<file path="src/rtl/keypad_scanner_if.sv">
`default_nettype none
// ============================================================================
// Module      : keypad_scanner_if
// Description : Keypad-side and key-event signals of the keypad scanner.
//               master : the scanner (drives columns and key outputs,
//                        reads rows)
//               slave  : the keypad / key consumer side
//   row       [3:0] keypad rows, active-low, pulled up externally
//   col       [3:0] keypad columns, active-low one-hot
//   key_code  [3:0] hex value of the last accepted key
//   key_valid       one-clock pulse per accepted key
//   key_down        level, high while an accepted single key is held
// Revision    : 1.0 - initial release
// ============================================================================
interface keypad_scanner_if;
    logic [3:0] row;
    logic [3:0] col;
    logic [3:0] key_code;
    logic       key_valid;
    logic       key_down;

    modport master (
        input  row,
        output col,
        output key_code,
        output key_valid,
        output key_down
    );

    modport slave (
        output row,
        input  col,
        input  key_code,
        input  key_valid,
        input  key_down
    );
endinterface
`default_nettype wire

</file>
<file path="src/rtl/keypad_scanner.sv">
`default_nettype none
// ============================================================================
// Module      : keypad_scanner
// Description : 4x4 keypad scanner. Drives the columns low one at a time,
//               samples the synchronized rows at the end of each column
//               slot, classifies every full scan as no key / one key /
//               several keys, and debounces that classification over
//               DEBOUNCE_SCANS identical scans before reporting a key.
//   clock  : system clock
//   reset  : asynchronous, active-low, clears all state
//   kp     : keypad_scanner_if.master (row in; col, key_code, key_valid,
//            key_down out)
// Revision    : 1.0 - initial release
// ============================================================================
module keypad_scanner #(
    parameter int SCAN_DIV       = 100000,
    parameter int DEBOUNCE_SCANS = 4
) (
    input wire              clock,
    input wire              reset,
    keypad_scanner_if.master kp
);

    localparam int c_DIV_W = (SCAN_DIV > 1) ? $clog2(SCAN_DIV) : 1;
    localparam int c_CNT_W = $clog2(DEBOUNCE_SCANS + 1);

    localparam logic [c_DIV_W-1:0] c_DIV_LAST = c_DIV_W'(SCAN_DIV - 1);
    localparam logic [c_CNT_W-1:0] c_DEB_MAX  = c_CNT_W'(DEBOUNCE_SCANS);

    // Key value at index {column, row}.
    localparam logic [3:0] c_KEY_MAP [16] = '{
        4'h1, 4'h4, 4'h7, 4'h0,
        4'h2, 4'h5, 4'h8, 4'hF,
        4'h3, 4'h6, 4'h9, 4'hE,
        4'hA, 4'hB, 4'hC, 4'hD
    };

    typedef enum logic [1:0] {
        RES_NONE  = 2'd0,
        RES_KEY   = 2'd1,
        RES_MULTI = 2'd2
    } res_kind_t;

    // The code field is forced to zero unless the kind is RES_KEY, so a
    // plain equality compare is a correct "same scan result" test.
    typedef struct packed {
        res_kind_t  kind;
        logic [3:0] code;
    } scan_res_t;

    localparam scan_res_t c_RES_NONE = '{kind: RES_NONE, code: 4'h0};

    logic [3:0]         r_row_meta;
    logic [3:0]         r_row_sync;
    logic [c_DIV_W-1:0] r_div;
    logic [1:0]         r_idx;
    logic [1:0]         r_acc_cnt;   // pressed points so far, saturates at 2
    logic [3:0]         r_acc_code;
    scan_res_t          r_pend;
    scan_res_t          r_stable;
    logic [c_CNT_W-1:0] r_cnt;
    logic               r_evt_key;
    logic               r_evt_clear;
    logic [3:0]         r_evt_code;
    logic [3:0]         r_key_code;
    logic               r_key_valid;
    logic               r_key_down;

    logic               w_tick;
    logic               w_scan_end;
    logic [3:0]         w_pressed;
    logic [2:0]         w_hits;
    logic [3:0]         w_col_code;
    logic [2:0]         w_sum;
    logic [1:0]         w_total;
    logic [3:0]         w_code;
    scan_res_t          w_res;
    logic [c_CNT_W-1:0] w_cnt_next;
    logic               w_accept;

    assign w_tick     = (r_div == c_DIV_LAST);
    assign w_scan_end = w_tick && (r_idx == 2'd3);
    assign w_pressed  = ~r_row_sync;

    // Classify the current column and fold it into the running scan.
    always_comb begin
        w_hits     = {2'b00, w_pressed[0]} + {2'b00, w_pressed[1]}
                   + {2'b00, w_pressed[2]} + {2'b00, w_pressed[3]};
        w_col_code = 4'h0;
        for (int r = 3; r >= 0; r--) begin
            if (w_pressed[r]) begin
                w_col_code = c_KEY_MAP[{r_idx, 2'(r)}];
            end
        end
        w_sum   = {1'b0, r_acc_cnt} + w_hits;
        w_total = (w_sum >= 3'd2) ? 2'd2 : w_sum[1:0];
        w_code  = (r_acc_cnt == 2'd0) ? w_col_code : r_acc_code;

        w_res = c_RES_NONE;
        if (w_total == 2'd1) begin
            w_res.kind = RES_KEY;
            w_res.code = w_code;
        end else if (w_total == 2'd2) begin
            w_res.kind = RES_MULTI;
        end
    end

    // Debounce decision for the scan that ends on this tick.
    always_comb begin
        if (w_res == r_pend) begin
            w_cnt_next = (r_cnt == c_DEB_MAX) ? r_cnt : r_cnt + 1'b1;
        end else begin
            w_cnt_next = c_CNT_W'(1);
        end
        w_accept = (w_cnt_next == c_DEB_MAX) && (w_res != r_stable);
    end

    always_ff @(posedge clock or negedge reset) begin
        if (!reset) begin
            r_row_meta  <= 4'b1111;
            r_row_sync  <= 4'b1111;
            r_div       <= '0;
            r_idx       <= 2'd0;
            r_acc_cnt   <= 2'd0;
            r_acc_code  <= 4'h0;
            r_pend      <= c_RES_NONE;
            r_stable    <= c_RES_NONE;
            r_cnt       <= '0;
            r_evt_key   <= 1'b0;
            r_evt_clear <= 1'b0;
            r_evt_code  <= 4'h0;
            r_key_code  <= 4'h0;
            r_key_valid <= 1'b0;
            r_key_down  <= 1'b0;
        end else begin
            r_row_meta <= kp.row;
            r_row_sync <= r_row_meta;

            r_div       <= w_tick ? '0 : r_div + 1'b1;
            r_evt_key   <= 1'b0;
            r_evt_clear <= 1'b0;

            if (w_tick) begin
                r_idx <= r_idx + 2'd1;
                if (w_scan_end) begin
                    r_acc_cnt  <= 2'd0;
                    r_acc_code <= 4'h0;
                    r_pend     <= w_res;
                    r_cnt      <= w_cnt_next;
                    if (w_accept) begin
                        r_stable    <= w_res;
                        r_evt_key   <= (w_res.kind == RES_KEY);
                        r_evt_clear <= (w_res.kind != RES_KEY);
                        r_evt_code  <= w_res.code;
                    end
                end else begin
                    r_acc_cnt  <= w_total;
                    r_acc_code <= w_code;
                end
            end

            // Outputs follow one clock after the accepting tick.
            r_key_valid <= r_evt_key;
            if (r_evt_key) begin
                r_key_code <= r_evt_code;
                r_key_down <= 1'b1;
            end else if (r_evt_clear) begin
                r_key_down <= 1'b0;
            end
        end
    end

    assign kp.col       = ~(4'b0001 << r_idx);
    assign kp.key_code  = r_key_code;
    assign kp.key_valid = r_key_valid;
    assign kp.key_down  = r_key_down;

endmodule
`default_nettype wire

</file>
<file path="src/flat_wrapper.sv">
// flat-port wrapper written by rule: the top's interface ports become plain ports
module keypad_scanner_flat 
#(
    parameter int SCAN_DIV       = 100000,
    parameter int DEBOUNCE_SCANS = 4
)
  (clock, reset, kp_row, kp_col, kp_key_code, kp_key_valid, kp_key_down);
  keypad_scanner_if kp_i ();
  input wire clock;
  input wire reset;
  input wire logic [$bits(kp_i.row)-1:0] kp_row;
  output wire logic [$bits(kp_i.col)-1:0] kp_col;
  output wire logic [$bits(kp_i.key_code)-1:0] kp_key_code;
  output wire logic [$bits(kp_i.key_valid)-1:0] kp_key_valid;
  output wire logic [$bits(kp_i.key_down)-1:0] kp_key_down;
  assign kp_i.row = kp_row;
  assign kp_col = kp_i.col;
  assign kp_key_code = kp_i.key_code;
  assign kp_key_valid = kp_i.key_valid;
  assign kp_key_down = kp_i.key_down;
  keypad_scanner #(.SCAN_DIV(SCAN_DIV), .DEBOUNCE_SCANS(DEBOUNCE_SCANS)) u_core (.clock(clock), .reset(reset), .kp(kp_i));
endmodule
</file>
<file path="config.mk">
export PLATFORM = sky130hd
export DESIGN_NAME = keypad_scanner_flat
export DESIGN_NICKNAME = d
export VERILOG_FILES = /design/src/rtl/keypad_scanner_if.sv /design/src/rtl/keypad_scanner.sv /design/src/flat_wrapper.sv
export SDC_FILE = /design/constraint.sdc
export NUM_CORES = 1
export LEC_CHECK = 0
export BUFFER_PORTS_ARGS = -buffer_cell sky130_fd_sc_hd__buf_4
export CAP_MARGIN = 20
export CORE_ASPECT_RATIO = 0.75
export CORE_UTILIZATION = 61
export CTS_CLUSTER_DIAMETER = 40
export DETAILED_ROUTE_END_ITERATION = 8
export PLACE_DENSITY = 0.84
export SYNTH_ARGS = -nofsm -noshare
export SYNTH_HDL_FRONTEND = slang
export SYNTH_SLANG_ARGS = --single-unit
</file>
<file path="constraint.sdc">
create_clock -name clock -period 4.5 [get_ports clock]
set_clock_uncertainty 0.1 [all_clocks]
set_input_delay 0.225 -clock clock [delete_from_list [all_inputs] [get_ports clock]]
set_output_delay 0.225 -clock clock [all_outputs]
set_load 0.02 [all_outputs]
</file>
==> out/qor.csv <==
metric;value;unit
status;complete, no violations;
ratio of cells with drive above 1 in the final layout;16.5;%
WP data arrival;4.31;ns
wire length on met3;256;µm
Detailed Routing Iterations Pass 1;6;
reg-to-reg slack, setup;0.30;ns
Setup CP Type;reg -> reg;
area fraction of the dominant cell type after synthesis;40.4;%
Main synth FF type;dfrtp_1;
Hold Crit Start;u_core.r_row_meta[2];
WHS Path Cells;0;
routed vias;2220;
Root Buffer;clkbuf_8;
post-CTS setup buffer count;0;
Final Cell Area;0.00332;mm²
area leader, netlist;dfrtp_1;
Gate Count Post-Synth;293;
drt drc;0;
dpl cell area;0.00313;mm²
routed wl met2;2590;µm
Starting Density;65.1;%
CP max FO;10;
minimum clock period after layout;4.20;ns
reg2reg start;u_core.r_row_sync[0];
sequential area share after synthesis;47.4;%
Synth warnings;0;
FFs w/ async S/R, synth;100;%
# H-tree levels;2;
Metal-1 WL;2760;µm
max_cap viols;0;
nature of the critical path startpoint;flop;
count leader, synth;dfrtp_1;
WP data required;4.61;ns
Hold Violations, Final;0;
Die Wd;82.7;µm
Mapped Avg Cell Area;10.2;µm²
number of hold buffers added after cts;5;
Post-synth EDFFs;0;
top post-synthesis cells by area;dfrtp_1 40%, dfstp_2 7.1%, ha_1 4.2%, nand2_1 3.7%, nor2_1 3.3%;
clock sink count;56;
initial antenna violation count;0;
post-synthesis cell type count;60;
Layout area overhead;11.6;%
CP endpoint kind;flop;
GP Congestion;0.894;
grt ovf;0;
worst reg2reg endpoint;u_core.r_stable[4];
cts bufs inserted;5;
Worst-Skew Late Latency;0.32;ns
worst hold path class;reg -> reg;
Max clock buf depth;2;
Setup-failing EPs final;0;
# diodes;0;
top sig layer;met4;
count of state elements after synthesis;56;
pwr/cell area;304;mW/mm²
Leak;1.52;nW
Post-Route WL;5720;µm
Starting DRT DRC Count;166;
syn_nets;311;
clock-pin slew on the worst setup and hold paths;0.10;ns
worst slew pin tran;0.665;ns
nets;332;
die area;0.00517;mm²
IO Pins;16;
FF-to-FF path depth;13;
PortBufs;15;
Worst slew margin;55.6;%
DR vias/cell;5.97;
dpl hpwl;4160;µm
Site Rows;21;
vias in the first global route;2194;
final cycle utilization of the critical path;93.4;%
RSZ-0062 raised after global routing;no;
Worst Hold End;u_core.r_row_sync[2];
dpl ws;0.340;ns
wire per inst;15.4;µm
antenna-violating nets left;0;
GRT Total Usage;25.9;%
TritonCTS clock tree;done;
Syn Std Cell Area;0.00298;mm²
top cells by count, synth;48 x dfrtp_1, 29 x nand2_1, 26 x nor2_1;
Setup TNS;0;ns
CTS resizes;0;
Core ar.;0.00457;mm²
pin count of the biggest net entering global routing;57;
Peak VDD IR;0.000256;V
Max Clk Rate;238;MHz
max-slew violation count;0;
fin worst setup slack;0.297;ns
Die Y;62.5;µm
global-route wire length before repair;10100;µm
==> how the worst max path moves through the flow <==
stage | start | to | slack, ns | cells after the start
global route | u_core.r_row_sync[0] | u_core.r_stable[5] | 0.05 | 13
CTS | u_core.r_row_sync[0] | u_core.r_stable[4] | 0.32 | 13
floorplan | u_core.r_row_sync[0] | u_core.r_stable[0] | 0.63 | 14
detailed placement | u_core.r_row_sync[0] | u_core.r_stable[4] | 0.34 | 13
global placement | u_core.r_row_sync[0] | u_core.r_stable[2] | 0.49 | 13
finish | u_core.r_row_sync[0] | u_core.r_stable[4] | 0.30 | 13
==> logic make-up (layout without fill, tap and decap cells) <==
kind of cell             after synthesis  count (layout)  synth area share [%]
AND/OR/NAND/NOR                      111             111                  19.5
AO/OA/AOI/OAI                         53              53                  12.5
multiplexers                          12              12                  5.00
XOR/XNOR                              21              21                  6.18
flip-flops                            56              56                  47.4
adder cells (fa/ha/maj)               12              12                  5.55
buffers and inverters                 28              50                  3.78
==> layer usage <==
layer	up-vias	global-route usage, %
li1	1069	-
met1	1092	36.8
met2	48	39.8
met3	11	5.26
met4	0	8.19
met5	-	0
==> power breakdown <==
part | total, mW | switching, mW | internal (mW)
Sequential | 0.513 | 0.00378 | 0.510
Combinational | 0.102 | 0.0648 | 0.0377
Clock | 0.393 | 0.169 | 0.224
==> critical path, cell delays in order (launching register included) <==
cell      delay, ns
dfstp_2        0.62
inv_1          0.06
ha_1           0.30
fa_1           0.49
ha_1           0.14
inv_1          0.05
fa_1           0.53
nand2_1        0.10
nor2_2         0.33
o211ai_2       0.22
xor2_1         0.32
nand2_1        0.15
nor3b_4        0.36
mux2_4         0.33
==> registers in the layout, summed over array words and instances (netlist names) <==
name                 count
u_core.kp.key_code       4
u_core.kp.key_down       1
u_core.kp.key_valid      1
u_core.r_acc_cnt         2
u_core.r_acc_code        4
u_core.r_cnt             3
u_core.r_div            17
u_core.r_evt_clear       1
u_core.r_evt_key         1
u_core.r_idx             2
u_core.r_pend            6
u_core.r_row_meta        4
u_core.r_row_sync        4
u_core.r_stable          6
==> cell type report <==
type                       count  area, µm²
multi-input combinational    209       1450
sequential                    56       1410
fill                         347       1250
timing repair buffer          21        170
inverter                      21       78.8
tap                           57       71.3
clock buffer                   5       68.8
clock inverter                 3       68.8
==> placed cells by master (no fill, tap or decap), drive strengths merged, types with 3 or more instances in the layout <==
master       Yosys  layout
dfrtp           48      48
nand2           29      29
nor2            27      27
inv             21      22
buf              1      16
o21ai           14      14
nand3           13      13
xnor2           11      11
mux2            11      11
xor2            10      10
ha              10      10
dfstp            8       8
nand4            8       8
nand2b           6       6
a31oi            6       6
a21oi            5       5
o31ai            5       5
clkbuf           6       5
dlygate4sd3      0       5
o211ai           4       4
or3              3       3
nor2b            3       3
nor3             3       3
or2              3       3
==> per-stage QoR <==
step	total power, mW	std cells	hold slack [ns]	util, %
3_5_place_dp	0.620	359	0.212	68.6
3_3_place_gp	0.617	359	0.207	68.6
5_1_grt	1.05	372	0.266	72.7
2_1_floorplan	0.590	293	-0.171	-
6_report	1.01	372	0.262	72.7
4_1_cts	1.02	372	0.263	72.7
(Power assumes the default switching activity.)
